==> src/rtl/uart_rx_fifo.sv <==
// UART receiver with 16x oversampling, input synchronizer and a small
// first-word-fall-through FIFO on the host read side.
module uart_rx_fifo #(
    parameter int DBIT    = 8,
    parameter int SB_TICK = 16,
    parameter int DVSR    = 163,
    parameter int FIFO_W  = 2
) (
    input  logic            clk,
    input  logic            reset,
    input  logic            rx,
    input  logic            rd_uart,
    output logic [DBIT-1:0] r_data,
    output logic            rx_empty,
    output logic            rx_full,
    output logic            frame_err,
    output logic            overrun
);

    localparam int CW    = (DVSR > 2) ? $clog2(DVSR) : 1;
    localparam int SW    = ($clog2(SB_TICK) > 4) ? $clog2(SB_TICK) : 4;
    localparam int NW    = (DBIT > 1) ? $clog2(DBIT) : 1;
    localparam int DEPTH = 1 << FIFO_W;

    localparam logic [1:0] IDLE  = 2'd0;
    localparam logic [1:0] START = 2'd1;
    localparam logic [1:0] DATA  = 2'd2;
    localparam logic [1:0] STOP  = 2'd3;

    logic rx_meta;
    logic rx_s;

    // Synchronizer presets to idle-high so reset release never looks like a start bit.
    always_ff @(posedge clk or negedge reset) begin
        if (!reset) begin
            rx_meta <= 1'b1;
            rx_s    <= 1'b1;
        end else begin
            rx_meta <= rx;
            rx_s    <= rx_meta;
        end
    end

    logic [CW-1:0] tick_cnt;
    logic          tick;

    assign tick = (tick_cnt == CW'(DVSR - 1));

    always_ff @(posedge clk or negedge reset) begin
        if (!reset) begin
            tick_cnt <= '0;
        end else if (tick) begin
            tick_cnt <= '0;
        end else begin
            tick_cnt <= tick_cnt + CW'(1);
        end
    end

    logic [1:0]      state;
    logic [1:0]      state_n;
    logic [SW-1:0]   s;
    logic [SW-1:0]   s_n;
    logic [NW-1:0]   n;
    logic [NW-1:0]   n_n;
    logic [DBIT-1:0] b;
    logic [DBIT-1:0] b_n;
    logic            done;

    always_comb begin
        state_n = state;
        s_n     = s;
        n_n     = n;
        b_n     = b;
        done    = 1'b0;
        unique case (state)
            IDLE: begin
                if (!rx_s) begin
                    state_n = START;
                    s_n     = '0;
                end
            end
            START: begin
                if (tick) begin
                    if (s == SW'(7)) begin
                        if (!rx_s) begin
                            state_n = DATA;
                            s_n     = '0;
                            n_n     = '0;
                        end else begin
                            state_n = IDLE;
                        end
                    end else begin
                        s_n = s + SW'(1);
                    end
                end
            end
            DATA: begin
                if (tick) begin
                    if (s == SW'(15)) begin
                        b_n = {rx_s, b[DBIT-1:1]};
                        s_n = '0;
                        if (n == NW'(DBIT - 1)) begin
                            state_n = STOP;
                        end else begin
                            n_n = n + NW'(1);
                        end
                    end else begin
                        s_n = s + SW'(1);
                    end
                end
            end
            STOP: begin
                if (tick) begin
                    if (s == SW'(SB_TICK - 1)) begin
                        state_n = IDLE;
                        done    = 1'b1;
                    end else begin
                        s_n = s + SW'(1);
                    end
                end
            end
        endcase
    end

    always_ff @(posedge clk or negedge reset) begin
        if (!reset) begin
            state <= IDLE;
            s     <= '0;
            n     <= '0;
            b     <= '0;
        end else begin
            state <= state_n;
            s     <= s_n;
            n     <= n_n;
            b     <= b_n;
        end
    end

    logic push;
    logic rd_en;
    logic wr_en;

    // A pop in the decision cycle frees a slot, so a full FIFO still accepts.
    assign push  = done && rx_s;
    assign rd_en = rd_uart && !rx_empty;
    assign wr_en = push && (!rx_full || rd_en);

    always_ff @(posedge clk or negedge reset) begin
        if (!reset) begin
            frame_err <= 1'b0;
            overrun   <= 1'b0;
        end else begin
            frame_err <= done && !rx_s;
            overrun   <= push && rx_full && !rd_en;
        end
    end

    logic [DBIT-1:0]   mem [DEPTH];
    logic [FIFO_W-1:0] wr_ptr;
    logic [FIFO_W-1:0] rd_ptr;

    assign r_data = mem[rd_ptr];

    always_ff @(posedge clk or negedge reset) begin
        if (!reset) begin
            for (int i = 0; i < DEPTH; i++) begin
                mem[i] <= '0;
            end
        end else if (wr_en) begin
            mem[wr_ptr] <= b;
        end
    end

    always_ff @(posedge clk or negedge reset) begin
        if (!reset) begin
            wr_ptr   <= '0;
            rd_ptr   <= '0;
            rx_empty <= 1'b1;
            rx_full  <= 1'b0;
        end else begin
            unique case ({wr_en, rd_en})
                2'b10: begin
                    wr_ptr   <= wr_ptr + FIFO_W'(1);
                    rx_empty <= 1'b0;
                    rx_full  <= ((wr_ptr + FIFO_W'(1)) == rd_ptr);
                end
                2'b01: begin
                    rd_ptr   <= rd_ptr + FIFO_W'(1);
                    rx_full  <= 1'b0;
                    rx_empty <= ((rd_ptr + FIFO_W'(1)) == wr_ptr);
                end
                2'b11: begin
                    wr_ptr <= wr_ptr + FIFO_W'(1);
                    rd_ptr <= rd_ptr + FIFO_W'(1);
                end
                default: begin
                end
            endcase
        end
    end

endmodule

==> config.mk <==
export PLATFORM = sky130hd
export DESIGN_NAME = uart_rx_fifo
export DESIGN_NICKNAME = d
export VERILOG_FILES = /design/src/rtl/uart_rx_fifo.sv
export SDC_FILE = /design/constraint.sdc
export NUM_CORES = 1
export LEC_CHECK = 0
export CORE_AREA = 2 2 92 94
export CTS_CLUSTER_SIZE = 8
export DETAILED_ROUTE_END_ITERATION = 7
export DIE_AREA = 0 0 94 96
export GPL_TIMING_DRIVEN = 1
export PLACE_DENSITY_LB_ADDON = 0.3
export SLEW_MARGIN = 20
export SYNTH_ARGS = -nofsm -noshare
export SYNTH_HDL_FRONTEND = slang
export SYNTH_SLANG_ARGS = --single-unit
==> constraint.sdc <==
create_clock -name clk -period 5.6 [get_ports clk]
set_clock_uncertainty 0.2 [all_clocks]
set_input_delay 0.84 -clock clk [delete_from_list [all_inputs] [get_ports clk]]
set_output_delay 0.84 -clock clk [all_outputs]
set_load 0.01 [all_outputs]
==> flow_summary.toml, run 1 <==
[power]
pwr-share-comb_pct = 7.7
leakage_nw = 1.82
vdd_drop_max_mv = 0.102
power.share.clock_pct = 43.4
power_density_nw_per_um2 = 298
p_sw_uw = 275
switching_share_pct = 24.4
p_seq_share_pct = 48.9
p_int_uw = 850

[floorplan]
die_area_um2 = 9020
die_w_um = 94
ios = 16
die_y_um = 96
placementRows = 33
core_area_um2 = 8050
start_util_pct = 41.1

[timing]
holdWs_ps = 158
report.final.slew_viol_count = 0
finalSetupTns_ps = 0
finalHoldViolCount = 0
fmax_mhz = 304
fin_ws_ps = 2310
finalSetupViolCount = 0
worstMarginPinSlew_ps = 832
slew_headroom_pct = 44.5
period_needed_ps = 3290
rsz0062_at_grt = "no"
fin_crit_sh_pct = 58.8

[worst_setup_path]
rr_worst_depth = 9
critPathLaunch = "rd_ptr[0]"
cp-endpoint = "r_data[6]"
cpMaxStageDelayCell = "dfrtp_1"
cp.depth = 2
crit_required_ps = 4560
critical_path.cell_chain = "mux4_2, clkdlybuf4s50_1"
cp-start-kind = "flop"
r2r_end = "wr_ptr[1]"
cp-end-kind = "output pin"
critPathBufInv = 1
crit_fanout = 12
critPathArrivalTime_ps = 2250
cp_top_family = "flip-flops"
regToRegStartpoint = "tick_cnt[0]"
crit_type = "flop to output pin"
slowest_delay_ps = 790
r2r_slack_ps = 3070

[clocking]
clk_pin_slew_ps = 70
cts_setup_buffers = 0
post_cts_resize_count = 0
htree_levels = 3
postCtsHoldBufs = 0
clockRootBuffer = "clkbuf_8"
cts_max_path_buffers = 2
clock-sinks = 67
clk_latency_ps = 350
cts_tree = "done"
numCtsBuffers = 9

[logic_synthesis]
synthArstFlopShare_pct = 100
synth_fp_nets = 260
synth_warnings = 0
synthCells = 244
synth_flop_cell = "dfrtp_1"
synth_edf_count = 0
synthesis.area_um2 = 3310
syn_avg_cell_area_um2 = 13.6
synth_cell_type_count = 49
ys_seq_area_share_pct = 50.7
ys_ff_latch = 67

[final_layout]
multi_input_area_um2 = 1530
fill_cells = 737
drive_gt1_share_pct = 30.1
n_antenna_cell = 0
num-nets-final = 277
area_delta_synth_final_pct = 13.8
seqCellArea_um2 = 1680

[route]
firstDrtPassIters = 4
ant_nets = 0
drt_iter0_markers = 92
routed_wl_um = 5740
viasPerCell = 5.21
drc = 0
vias = 1932
wl_per_cell_um = 15.5

[grt]
grt_use_total_pct = 14.6
grt.busiest_layer = "met2"
grt_pass1_wl_um = 9960
met3_usage_pct = 2.90
grt_antenna_before_repair = 0
overflow = 0
use_met2_pct = 21.4
met1_usage_pct = 20.1
grt_pass1_vias = 2001
grt_max_degree = 68

[place]
place_ws_ps = 2450
dp_hpwl_um = 3720
io_buffers = 15
routabilityCongestion = 0.777

[status]
status = "finished, final reports clean"

[job]
maxCapViolCount = 0

[min_path]
hold_path_class = "flop to flop"
==> state kept, by name (all words and copies together), names as in the netlist, named ones only <==
name	flops
mem	32
b	8
tick_cnt	8
s	4
n	3
rd_ptr	2
wr_ptr	2
frame_err	1
overrun	1
rx_empty	1
rx_full	1
rx_meta	1
rx_s	1
state	1
==> area by class of cell <==
type                       count  area share, %
clock buffer                  10           3.39
timing repair buffer          16           4.05
tap                          105           3.48
sequential                    67           44.6
multi-input combinational    157           40.5
clock inverter                 6           2.99
inverter                      10          0.996
==> cells in the final DEF (no fill, tap or decap), drive strengths merged, types with 4 or more instances in the layout <==
cell type,count
clkbuf,10
inv,11
ha,12
nand4,6
xnor2,8
nand2,13
mux4,8
nand3,7
nor2b,4
mux2,43
dfrtp,64
clkdlybuf4s50,14
nor2,11
nand2b,4
==> synth_stat cells (3+ instances only) <==
| master | instances | area, um2 |
|---|---|---|
| buf_2 | 3 | 15.0 |
| dfrtp_1 | 64 | 1600 |
| dfstp_2 | 3 | 78.8 |
| ha_1 | 12 | 150 |
| inv_1 | 10 | 37.5 |
| mux2_2 | 35 | 394 |
| mux2_4 | 8 | 120 |
| mux2i_1 | 3 | 30.0 |
| mux4_2 | 8 | 180 |
| nand2_1 | 12 | 45.0 |
| nand2b_1 | 4 | 25.0 |
| nand3_1 | 7 | 35.0 |
| nand4_1 | 3 | 18.8 |
| nand4_4 | 3 | 63.8 |
| nor2_1 | 11 | 41.3 |
| nor2b_1 | 4 | 25.0 |
| o21ai_0 | 3 | 15.0 |
| xnor2_1 | 8 | 70.1 |
| xor2_1 | 3 | 26.3 |
==> metal layers <==
metal	wire [um]	up-vias	part of all wire, %
li1	-	911	-
met1	2800	976	49
met2	2620	32	46
met3	154	13	2.7
met4	161	0	2.8
met5	0	-	0
==> stage by stage <==
step | area [um2] | util [%] | std cells | power, mW
after floorplan | 3310 | - | 244 | 0.609
after global placement | 3530 | 43.8 | 355 | 0.651
after detailed placement | 3530 | 43.8 | 355 | 0.651
after CTS | 3770 | 46.8 | 371 | 1.14
after global routing | 3770 | 46.8 | 371 | 1.18
final | 3770 | 46.8 | 371 | 1.12
==> worst register-to-register path, cell delays in order (launching register included) <==
cell and delay, ps:
dfrtp_1 430, inv_1 70, ha_1 210, and3b_1 220, and2_0 340, nand3_1 200
inv_1 70, ha_1 170, nor2_1 170, mux2_2 360
==> power groups by stage <==
stage	registers, mW	clock network (mW)	logic [mW]
after global routing	0.556	0.525	0.0958
final	0.550	0.488	0.0871
after detailed placement	0.562	0	0.0889
after floorplan	0.521	0	0.0884
after global placement	0.563	0	0.0880
after CTS	0.552	0.499	0.0892
==> logic make-up (layout without fill, tap and decap cells) <==
kind of cell,after synthesis,count (layout),share of synthesized area [%]
XOR/XNOR,11,11,2.91
buffers and inverters,20,42,3.17
AND/OR/NAND/NOR,61,61,11.9
flip-flops,67,67,50.7
adder cells (fa/ha/maj),12,12,4.53
AO/OA/AOI/OAI,19,19,4.95
multiplexers,54,54,21.9
==> worst min-delay path by stage <==
stage / start / endpoint / slack, ps / cells after the start
CTS: rx_meta / rx_s / 160 / 0
global placement: rx_meta / rx_s / 150 / 0
floorplan: rx_meta / rx_s / 150 / 0
finish: rx_meta / rx_s / 160 / 0
detailed placement: rx_meta / rx_s / 150 / 0
global route: rx_meta / rx_s / 160 / 0
Power figures use the tool's default switching activity.
==> run 2, diff against run 1 <==
- clock period: 5.6 -> 3.1 ns (I/O delays scaled with it)
==> run 2 against run 1 <==
Compared with the run above: clock power is 53% higher; critical endpoint is now r_data[5]; core utilization up 0.14 points; die area stayed put; critical path type unchanged.
==> flow_summary.toml, run 2 (synthesis results as in run 1) <==
[timing]
worstMarginPinSlew_ps = 751
holdWs_ps = 159
slew_headroom_pct = 49.9
finalSetupViolCount = 0
rsz0062_at_grt = "no"
report.final.slew_viol_count = 0
fmax_mhz = 348
finalHoldViolCount = 0
finalSetupTns_ps = 0
period_needed_ps = 2870
fin_crit_sh_pct = 92.7

[clocking]
numCtsBuffers = 9
cts_tree = "done"
post_cts_resize_count = 0
clk_pin_slew_ps = 80
clk_latency_ps = 340
clock-sinks = 67
cts_max_path_buffers = 2
clockRootBuffer = "clkbuf_8"
htree_levels = 3

[grt]
grt_pass1_wl_um = 9850
overflow = 0
grt_use_total_pct = 14.5
grt_max_degree = 37
grt_antenna_before_repair = 0
grt_pass1_vias = 1992

[job]
maxCapViolCount = 0

[worst_setup_path]
r2r_end = "rx_full"
cp-start-kind = "flop"
crit_type = "flop to output pin"
critPathLaunch = "rd_ptr[0]"
crit_fanout = 12
rr_worst_depth = 8
r2r_slack_ps = 720
crit_required_ps = 2430
cp-end-kind = "output pin"
critPathArrivalTime_ps = 2210
regToRegStartpoint = "s[1]"

[final_layout]
n_antenna_cell = 0
num-nets-final = 281
final_core_util_pct = 47.0
drive_gt1_share_pct = 31.1
multi_input_area_um2 = 1530
seqCellArea_um2 = 1680
top_regs = "mem: 32 flops, b: 8 flops, tick_cnt: 8 flops"
area_delta_synth_final_pct = 14.1
largest_register_ffs = 32
fill_cells = 725
fin_cells = 375
final_cell_mix = "dfrtp_1 (64), mux2_2 (35), clkdlybuf4s50_1 (14)"
mostFrequentLayoutCell = "dfrtp_1"
top_register = "mem"

[floorplan]
die_w_um = 94
die_y_um = 96
core_area_um2 = 8050
ios = 16
start_util_pct = 41.1
die_area_um2 = 9020
placementRows = 33

[place]
dp_hpwl_um = 3790
io_buffers = 15
dp.cells = 358
routabilityCongestion = 0.802

[route]
vias = 1929
drt_iter0_markers = 66
viasPerCell = 5.14
firstDrtPassIters = 4
ant_nets = 0
routed_wl_um = 5630
drc = 0
wl_per_cell_um = 15.0

[min_path]
hold-path-endpoint = "rx_s"
min_path_cells = 0
min-delay-start = "rx_meta"
hold_path_class = "flop to flop"

[power]
power_mw = 1.90
vdd_drop_max_mv = 0.245
power_density_nw_per_um2 = 502
leakage_nw = 1.82

[status]
status = "finished, final reports clean"
## run 2: how the worst max path moves through the flow
stage	end	slack [ps]	cells after the start
floorplan	wr_ptr[1]	830	10
global placement	rx_full	450	8
detailed placement	rx_full	400	8
CTS	r_data[7]	160	2
global route	r_data[5]	90	2
finish	r_data[5]	230	2
## run 2: final cells by class
cell class | instances | share of cell area (%)
clock inverters | 7 | 2.18
well taps | 105 | 3.47
clock buffers | 9 | 3.28
repair buffers | 20 | 5.23
multi-input cells | 157 | 40.4
inverters | 10 | 0.993
flip-flops and latches | 67 | 44.4
## run 2: repair_timing
item / CTS / global route
hold buffers: 1 / 0
hold endpoints to repair: 5 / 0
setup buffers: 0 / 0
## run 2: per-layer routing
layer  vias up  track usage [%]  part of all wire, %
met5         -                0                    0
met4         0             5.80                  1.6
met3         6             3.52                  2.9
met2        30             22.0                   46
met1       965             20.1                   50
li1        928                -                    -
## run 2: power by group
part	leakage, nW	internal (mW)	switching, mW	total, mW
logic	0.819	0.0999	0.0614	0.161
registers	0.901	0.901	0.0876	0.989
clock network	0.0984	0.383	0.364	0.747
## run 2: worst max-delay path: stages, from the launching register on
cell and delay, ps:
dfrtp_1 760, mux4_2 600, clkdlybuf4s50_1 500
## run 2: per-stage QoR
| step | setup slack [ps] | cell area (um2) |
|---|---|---|
| floorplan | 832 | 3310 |
| global placement | 449 | 3560 |
| detailed placement | 403 | 3560 |
| CTS | 157 | 3780 |
| global route | 89.9 | 3780 |
| finish | 227 | 3780 |
